===== config.mk =====
export PLATFORM = sky130hd
export DESIGN_NAME = dmem_port_arbiter
export DESIGN_NICKNAME = d
export VERILOG_FILES = /design/src/rtl/dmem_port_arbiter.sv
export SDC_FILE = /design/constraint.sdc
export NUM_CORES = 1
export LEC_CHECK = 0
export BUFFER_PORTS_ARGS = -buffer_cell sky130_fd_sc_hd__buf_2
export CAP_MARGIN = 20
export CELL_PAD_IN_SITES_DETAIL_PLACEMENT = 2
export CELL_PAD_IN_SITES_GLOBAL_PLACEMENT = 2
export CORE_MARGIN = 2
export CORE_UTILIZATION = 23
export CTS_BUF_LIST = sky130_fd_sc_hd__clkbuf_2 sky130_fd_sc_hd__clkbuf_4 sky130_fd_sc_hd__clkbuf_8
export DETAILED_ROUTE_END_ITERATION = 8
export MAX_ROUTING_LAYER = met4
export PLACE_DENSITY = 0.8
export SLEW_MARGIN = 15
export SYNTH_ARGS = -nofsm -noshare
export SYNTH_HDL_FRONTEND = slang
export SYNTH_SLANG_ARGS = --single-unit

===== constraint.sdc =====
create_clock -name clk -period 1.68 [get_ports clk]
set_input_delay 0.252 -clock clk [delete_from_list [all_inputs] [get_ports clk]]
set_output_delay 0.252 -clock clk [all_outputs]
set_load 0.03 [all_outputs]

===== src/rtl/dmem_port_arbiter.sv =====
`default_nettype none
// ============================================================================
// Module      : dmem_port_arbiter
// Description : Shares the single data-memory port between N_REQ requesters
//               (0 = GPR X/Y, 1 = accumulator STA/LDA, 2 = stack PUSH/POP,
//               3 = crypto core) using a req/gnt/ack handshake. Round-robin
//               arbitration with an optional fixed-priority override.
// Ports       : clk, rst (async, active-low)
//               req/we/addr/wdata   - requester side (flattened per index)
//               gnt/ack/rdata       - requester responses
//               mem_en/mem_we/mem_addr/mem_wdata/mem_rdata - memory side
//               busy                - arbiter not idle
//               proto_err           - granted requester dropped req early
// Revision    : 1.0 - initial release
// ============================================================================
module dmem_port_arbiter #(
    parameter int N_REQ    = 4,
    parameter int AW       = 9,
    parameter int DW       = 16,
    parameter int RD_LAT   = 1,
    parameter int PRIO_EN  = 1,
    parameter int PRIO_IDX = 2
) (
    input  logic                clk,
    input  logic                rst,
    input  logic [N_REQ-1:0]    req,
    input  logic [N_REQ-1:0]    we,
    input  logic [N_REQ*AW-1:0] addr,
    input  logic [N_REQ*DW-1:0] wdata,
    output logic [N_REQ-1:0]    gnt,
    output logic [N_REQ-1:0]    ack,
    output logic [DW-1:0]       rdata,
    output logic                mem_en,
    output logic                mem_we,
    output logic [AW-1:0]       mem_addr,
    output logic [DW-1:0]       mem_wdata,
    input  logic [DW-1:0]       mem_rdata,
    output logic                busy,
    output logic                proto_err
);

    localparam int IW = (N_REQ > 1) ? $clog2(N_REQ) : 1;
    localparam int CW = $clog2(RD_LAT + 1);

    localparam logic [IW-1:0] c_last_init = IW'(N_REQ - 1);
    localparam logic [IW-1:0] c_prio_idx  = IW'(PRIO_IDX);
    localparam logic [CW-1:0] c_rd_lat    = CW'(RD_LAT);

    typedef enum logic [1:0] {
        S_IDLE  = 2'd0,
        S_ISSUE = 2'd1,
        S_WAIT  = 2'd2,
        S_ACK   = 2'd3
    } state_t;

    state_t          r_state;
    state_t          w_state_nxt;

    logic [IW-1:0]   r_win;       // index of the requester being served
    logic [IW-1:0]   r_last;      // round-robin pointer: last winner
    logic [CW-1:0]   r_cnt;       // read latency counter
    logic            r_drop;      // winner dropped req before completion

    logic [IW-1:0]   w_win_nxt;
    logic [IW-1:0]   w_last_nxt;
    logic [CW-1:0]   w_cnt_nxt;
    logic            w_drop_nxt;
    logic [N_REQ-1:0] w_gnt_nxt;
    logic [N_REQ-1:0] w_ack_nxt;
    logic [DW-1:0]   w_rdata_nxt;
    logic            w_mem_en_nxt;
    logic            w_mem_we_nxt;
    logic [AW-1:0]   w_mem_addr_nxt;
    logic [DW-1:0]   w_mem_wdata_nxt;
    logic            w_busy_nxt;
    logic            w_perr_nxt;

    // ------------------------------------------------------------------
    // Winner selection (only used in IDLE)
    // ------------------------------------------------------------------
    logic [IW-1:0]    w_rr_win;
    logic [IW-1:0]    w_scan_idx;
    logic             w_found;
    logic [IW-1:0]    w_sel;
    logic [N_REQ-1:0] w_sel_oh;
    logic [N_REQ-1:0] w_win_oh;

    always_comb begin
        w_rr_win   = r_last;
        w_found    = 1'b0;
        w_scan_idx = '0;
        // Scan last+1, last+2, ... wrapping, so the last winner is checked last.
        for (int i = 1; i <= N_REQ; i++) begin
            w_scan_idx = IW'((int'(r_last) + i) % N_REQ);
            if (!w_found && req[w_scan_idx]) begin
                w_rr_win = w_scan_idx;
                w_found  = 1'b1;
            end
        end
        if ((PRIO_EN != 0) && req[c_prio_idx]) begin
            w_sel = c_prio_idx;
        end else begin
            w_sel = w_rr_win;
        end
        w_sel_oh        = '0;
        w_sel_oh[w_sel] = 1'b1;
        w_win_oh        = '0;
        w_win_oh[r_win] = 1'b1;
    end

    // ------------------------------------------------------------------
    // Next-state and next-output logic. Every output is the registered
    // version of a *_nxt value, so outputs change only on clock edges.
    // mem_we/mem_addr/mem_wdata double as the latched request fields and
    // hold their value until the next grant.
    // ------------------------------------------------------------------
    always_comb begin
        w_state_nxt     = r_state;
        w_win_nxt       = r_win;
        w_last_nxt      = r_last;
        w_cnt_nxt       = r_cnt;
        w_drop_nxt      = r_drop;
        w_gnt_nxt       = gnt;
        w_ack_nxt       = '0;
        w_rdata_nxt     = rdata;
        w_mem_en_nxt    = 1'b0;
        w_mem_we_nxt    = mem_we;
        w_mem_addr_nxt  = mem_addr;
        w_mem_wdata_nxt = mem_wdata;
        w_perr_nxt      = 1'b0;

        case (r_state)
            S_IDLE: begin
                if (|req) begin
                    w_state_nxt     = S_ISSUE;
                    w_win_nxt       = w_sel;
                    w_last_nxt      = w_sel;
                    w_cnt_nxt       = CW'(1);
                    w_drop_nxt      = 1'b0;
                    w_gnt_nxt       = w_sel_oh;
                    w_mem_en_nxt    = 1'b1;
                    w_mem_we_nxt    = we[w_sel];
                    w_mem_addr_nxt  = addr[int'(w_sel)*AW +: AW];
                    w_mem_wdata_nxt = wdata[int'(w_sel)*DW +: DW];
                end
            end

            S_ISSUE: begin
                w_drop_nxt = r_drop | ~req[r_win];
                if (mem_we) begin
                    w_state_nxt = S_ACK;
                    if (w_drop_nxt) begin
                        w_perr_nxt = 1'b1;
                    end else begin
                        w_ack_nxt = w_win_oh;
                    end
                end else begin
                    w_state_nxt = S_WAIT;
                end
            end

            S_WAIT: begin
                w_drop_nxt = r_drop | ~req[r_win];
                // The counter is 1 in the first WAIT cycle, so this edge is
                // RD_LAT cycles after the strobe: mem_rdata is valid now.
                if (r_cnt == c_rd_lat) begin
                    w_state_nxt = S_ACK;
                    if (w_drop_nxt) begin
                        w_perr_nxt = 1'b1;
                    end else begin
                        w_ack_nxt   = w_win_oh;
                        w_rdata_nxt = mem_rdata;
                    end
                end else begin
                    w_cnt_nxt = r_cnt + CW'(1);
                end
            end

            S_ACK: begin
                w_state_nxt = S_IDLE;
                w_gnt_nxt   = '0;
                w_drop_nxt  = 1'b0;
            end

            default: begin
                w_state_nxt = S_IDLE;
                w_gnt_nxt   = '0;
            end
        endcase

        w_busy_nxt = (w_state_nxt != S_IDLE);
    end

    // ------------------------------------------------------------------
    // State and output registers
    // ------------------------------------------------------------------
    always_ff @(posedge clk or negedge rst) begin
        if (!rst) begin
            r_state   <= S_IDLE;
            r_win     <= '0;
            r_last    <= c_last_init;
            r_cnt     <= '0;
            r_drop    <= 1'b0;
            gnt       <= '0;
            ack       <= '0;
            rdata     <= '0;
            mem_en    <= 1'b0;
            mem_we    <= 1'b0;
            mem_addr  <= '0;
            mem_wdata <= '0;
            busy      <= 1'b0;
            proto_err <= 1'b0;
        end else begin
            r_state   <= w_state_nxt;
            r_win     <= w_win_nxt;
            r_last    <= w_last_nxt;
            r_cnt     <= w_cnt_nxt;
            r_drop    <= w_drop_nxt;
            gnt       <= w_gnt_nxt;
            ack       <= w_ack_nxt;
            rdata     <= w_rdata_nxt;
            mem_en    <= w_mem_en_nxt;
            mem_we    <= w_mem_we_nxt;
            mem_addr  <= w_mem_addr_nxt;
            mem_wdata <= w_mem_wdata_nxt;
            busy      <= w_busy_nxt;
            proto_err <= w_perr_nxt;
        end
    end

endmodule
`default_nettype wire


==> flow_summary.toml <==
[setup_path]
slowest_delay_ns = 0.59
worst-path-max-fanout = 36
rr_worst_depth = 5
cp-end-kind = "register"
start_kind = "register"
critPathKind = "reg2reg"
critical_path.top_delay_family = "compound AO/OA/AOI/OAI gates"
cp.depth = 5
worstPathRequired_ns = 1.91
crit_slowest_cell = "dfstp_2"
path_buf_inv = 1
crit_path_cell_trace = "o22ai_1, a221o_2, buf_12, nand3b_1, a22o_1"
worstPathArrival_ns = 2.08

[timing]
period_needed_ns = 1.846
fin_ws_ns = -0.1664
rsz0062_at_grt = "true"
worst_pin_slew_ns = 0.5958
fmax_mhz = 541.6
max_slew_margin = 0.5992
period_share = 1.099
hold_viol_final = 0
drv_slew = 0
holdWs_ns = 0.1356
setup_violations = 45
clock_skew_ns = 0.009085

[worst_hold_path]
hold_path_depth = 2
worstHoldPathType = "in2reg"

[cts]
numCtsBuffers = 9
clkLatencyLatePin_ns = 0.35
h-tree-depth = 3
path_clk_slew_ns = 0.07
cts_buffer_depth = 2
cts_root_buf = "clkbuf_8"
clock-sinks = 61
cts_tree = "done"

[global_route]
use_met2 = 0.3187
busiest_layer = "met2"
grt_pass1_vias = 4140
antenna_found_initial = 2
grt_usage = 0.1844
grt_overflow = 0
globalRouteMet1Util = 0.2084
grt_pass1_wl_um = 22130
use_met3 = 0.04108
grt_max_degree = 62

[floorplanning]
fp.dieH_um = 125.0
die_w_um = 125.0
num_rows = 44
initial_core_util = 0.2336
io_pins = 179
fp.coreArea_mm2 = 0.01442
dieArea_mm2 = 0.01563

[placement]
portBuffers = 178
place_area_mm2 = 0.004607
hpwl_um = 9319
gp_congestion = 0.9042

[cells_and_area]
seq_area_mm2 = 0.001529
multi_input_area_mm2 = 0.001867
nets = 702
n_fill_cell = 1614
fin_area_mm2 = 0.005435
synthToLayoutAreaGrowth_pct = 61.31
drive_gt1_frac = 0.5382

[power_and_ir_drop]
powerDensity_mw_per_mm2 = 1826
power_switching_mw = 4.282
ir_drop_v = 0.0004992
p_sw_frac = 0.4314
p_clk_frac = 0.169
p_int_mw = 5.643
comb_power_share = 0.571
leakagePower_nw = 2.720
seqPwrFrac = 0.260

[detailed_routing]
drc = 0
dr.first_iter.drc_count = 103
dr.pass1.iters = 4
via_count = 3617
routedWlPerCell_um = 18.53
via_per_inst = 4.747
postRouteAntennaNets = 0
wl_um = 14120

[yosys]
synth_adder_area_share = 0.01857
yosys_warnings = 0
yosys-top-cells-area = "dfrtp_1 (44%), nand2_1 (13%), a22o_1 (7.0%)"
synth_compound_area_frac = 0.1563
synthMuxAreaShare = 0.07724
synth_edf_count = 0
syn_nets = 488
yosys.area_share.simple = 0.2321
synth_xor_xnor_area_share = 0
synth.most_common_cell = "nand2_1"
yosysSeqAreaShare = 0.4538
synth.top_cell.area_share = 0.4382
synthesis.area_mm2 = 0.003369
async_flop_share = 1.000
ys.flop_type = "dfrtp_1"
synth-seq-cells = 61
synth_top_family_by_area = "simple AND/OR/NAND/NOR gates"
synth.avg_cell_area_um2 = 9.438
synth_largest_area_cell = "dfrtp_1"
synth_common_cells = "nand2_1 (114), dfrtp_1 (59), a22o_1 (27)"
synth_cell_types = 43
synth_cells = 357

[run]
maxCapViolCount = 0

[run_status]
outcome = "finished, violations left"
violations = "setup timing"
-- power by group through the flow --
stage / clock (mW) / sequential, mW / combinational, mW
detailed placement: 0 / 2.57 / 4.94
finish: 1.68 / 2.58 / 5.67
floorplan: 0 / 3.68 / 2.18
global placement: 0 / 2.54 / 4.77
global route: 1.78 / 2.67 / 6.10
CTS: 1.73 / 2.57 / 5.53
-- logic make-up after synthesis --
logic type	after synthesis
multiplexers	19
adder cells (fa/ha/maj)	5
AO/OA/AOI/OAI	70
buffers and inverters	34
AND/OR/NAND/NOR	168
flip-flops	61
-- per-layer routing --
layer | vias up | share of wire
li1 | 1677 | -
met5 | - | 0
met1 | 1768 | 0.41
met2 | 155 | 0.51
met3 | 17 | 0.061
met4 | 0 | 0.021
-- registers in the layout, summed over array words and instances, names as in the netlist, 2 cells and up --
signal	flops
mem_addr	9
rdata	16
r_win	2
mem_wdata	16
ack	4
r_last	2
gnt	4
r_state	2
-- area by class of cell --
class                      instances  share of cell area
tap                              184             0.04236
sequential                        61              0.2813
antenna                            2           0.0009208
clock inverter                     4             0.01750
timing repair buffer             229              0.2808
inverter                           8            0.005525
clock buffer                      12             0.02808
multi-input combinational        262              0.3435
-- metrics by stage --
stage | power, mW | setup slack (ns) | cells | utilization | setup TNS [ns]
floorplan | 5.866 | -0.1034 | 357 | - | -1.034
global route | 10.55 | -0.2206 | 762 | 0.3768 | -8.322
finish | 9.925 | -0.1664 | 762 | 0.3768 | -5.149
detailed placement | 7.517 | -0.2222 | 722 | 0.3194 | -5.891
global placement | 7.312 | -0.1551 | 722 | 0.3194 | -3.620
CTS | 9.827 | -0.1617 | 758 | 0.3631 | -4.826
-- placed cells by master, fill, tap and decap left out, drive strengths merged, types with 2 or more instances in the layout --
cell / n
buf: 225
nand2: 114
clkbuf: 15
nand3b: 26
inv: 8
diode: 2
o32a: 2
ha: 5
dfrtp: 59
mux2i: 2
nor2: 11
bufinv: 3
dfstp: 2
a31oi: 26
nand2b: 2
o21ai: 7
a22o: 27
nand3: 3
mux2: 16
nor3: 3
-- final timing paths --
kind	from	endpoint	slack, ns
worst max-delay path	r_last[0]	mem_wdata[0]	-0.17
min in group asynchronous	rst	mem_wdata[4]	0.45
worst max register to register	r_last[0]	mem_wdata[0]	-0.17
max in group asynchronous	rst	r_last[1]	0.91
worst min-delay path	mem_rdata[9]	rdata[9]	0.14
worst min register to register	r_drop	r_drop	0.50
-- what timing repair did --
item	CTS	global route
pin swaps	10	49
hold endpoints to repair	59	0
cloned	4	3
setup buffers	15	1
setup endpoints to repair	46	52
gates resized for setup	33	42
hold buffers	1	0
Note: power is estimated with default switching activity, not from simulation.
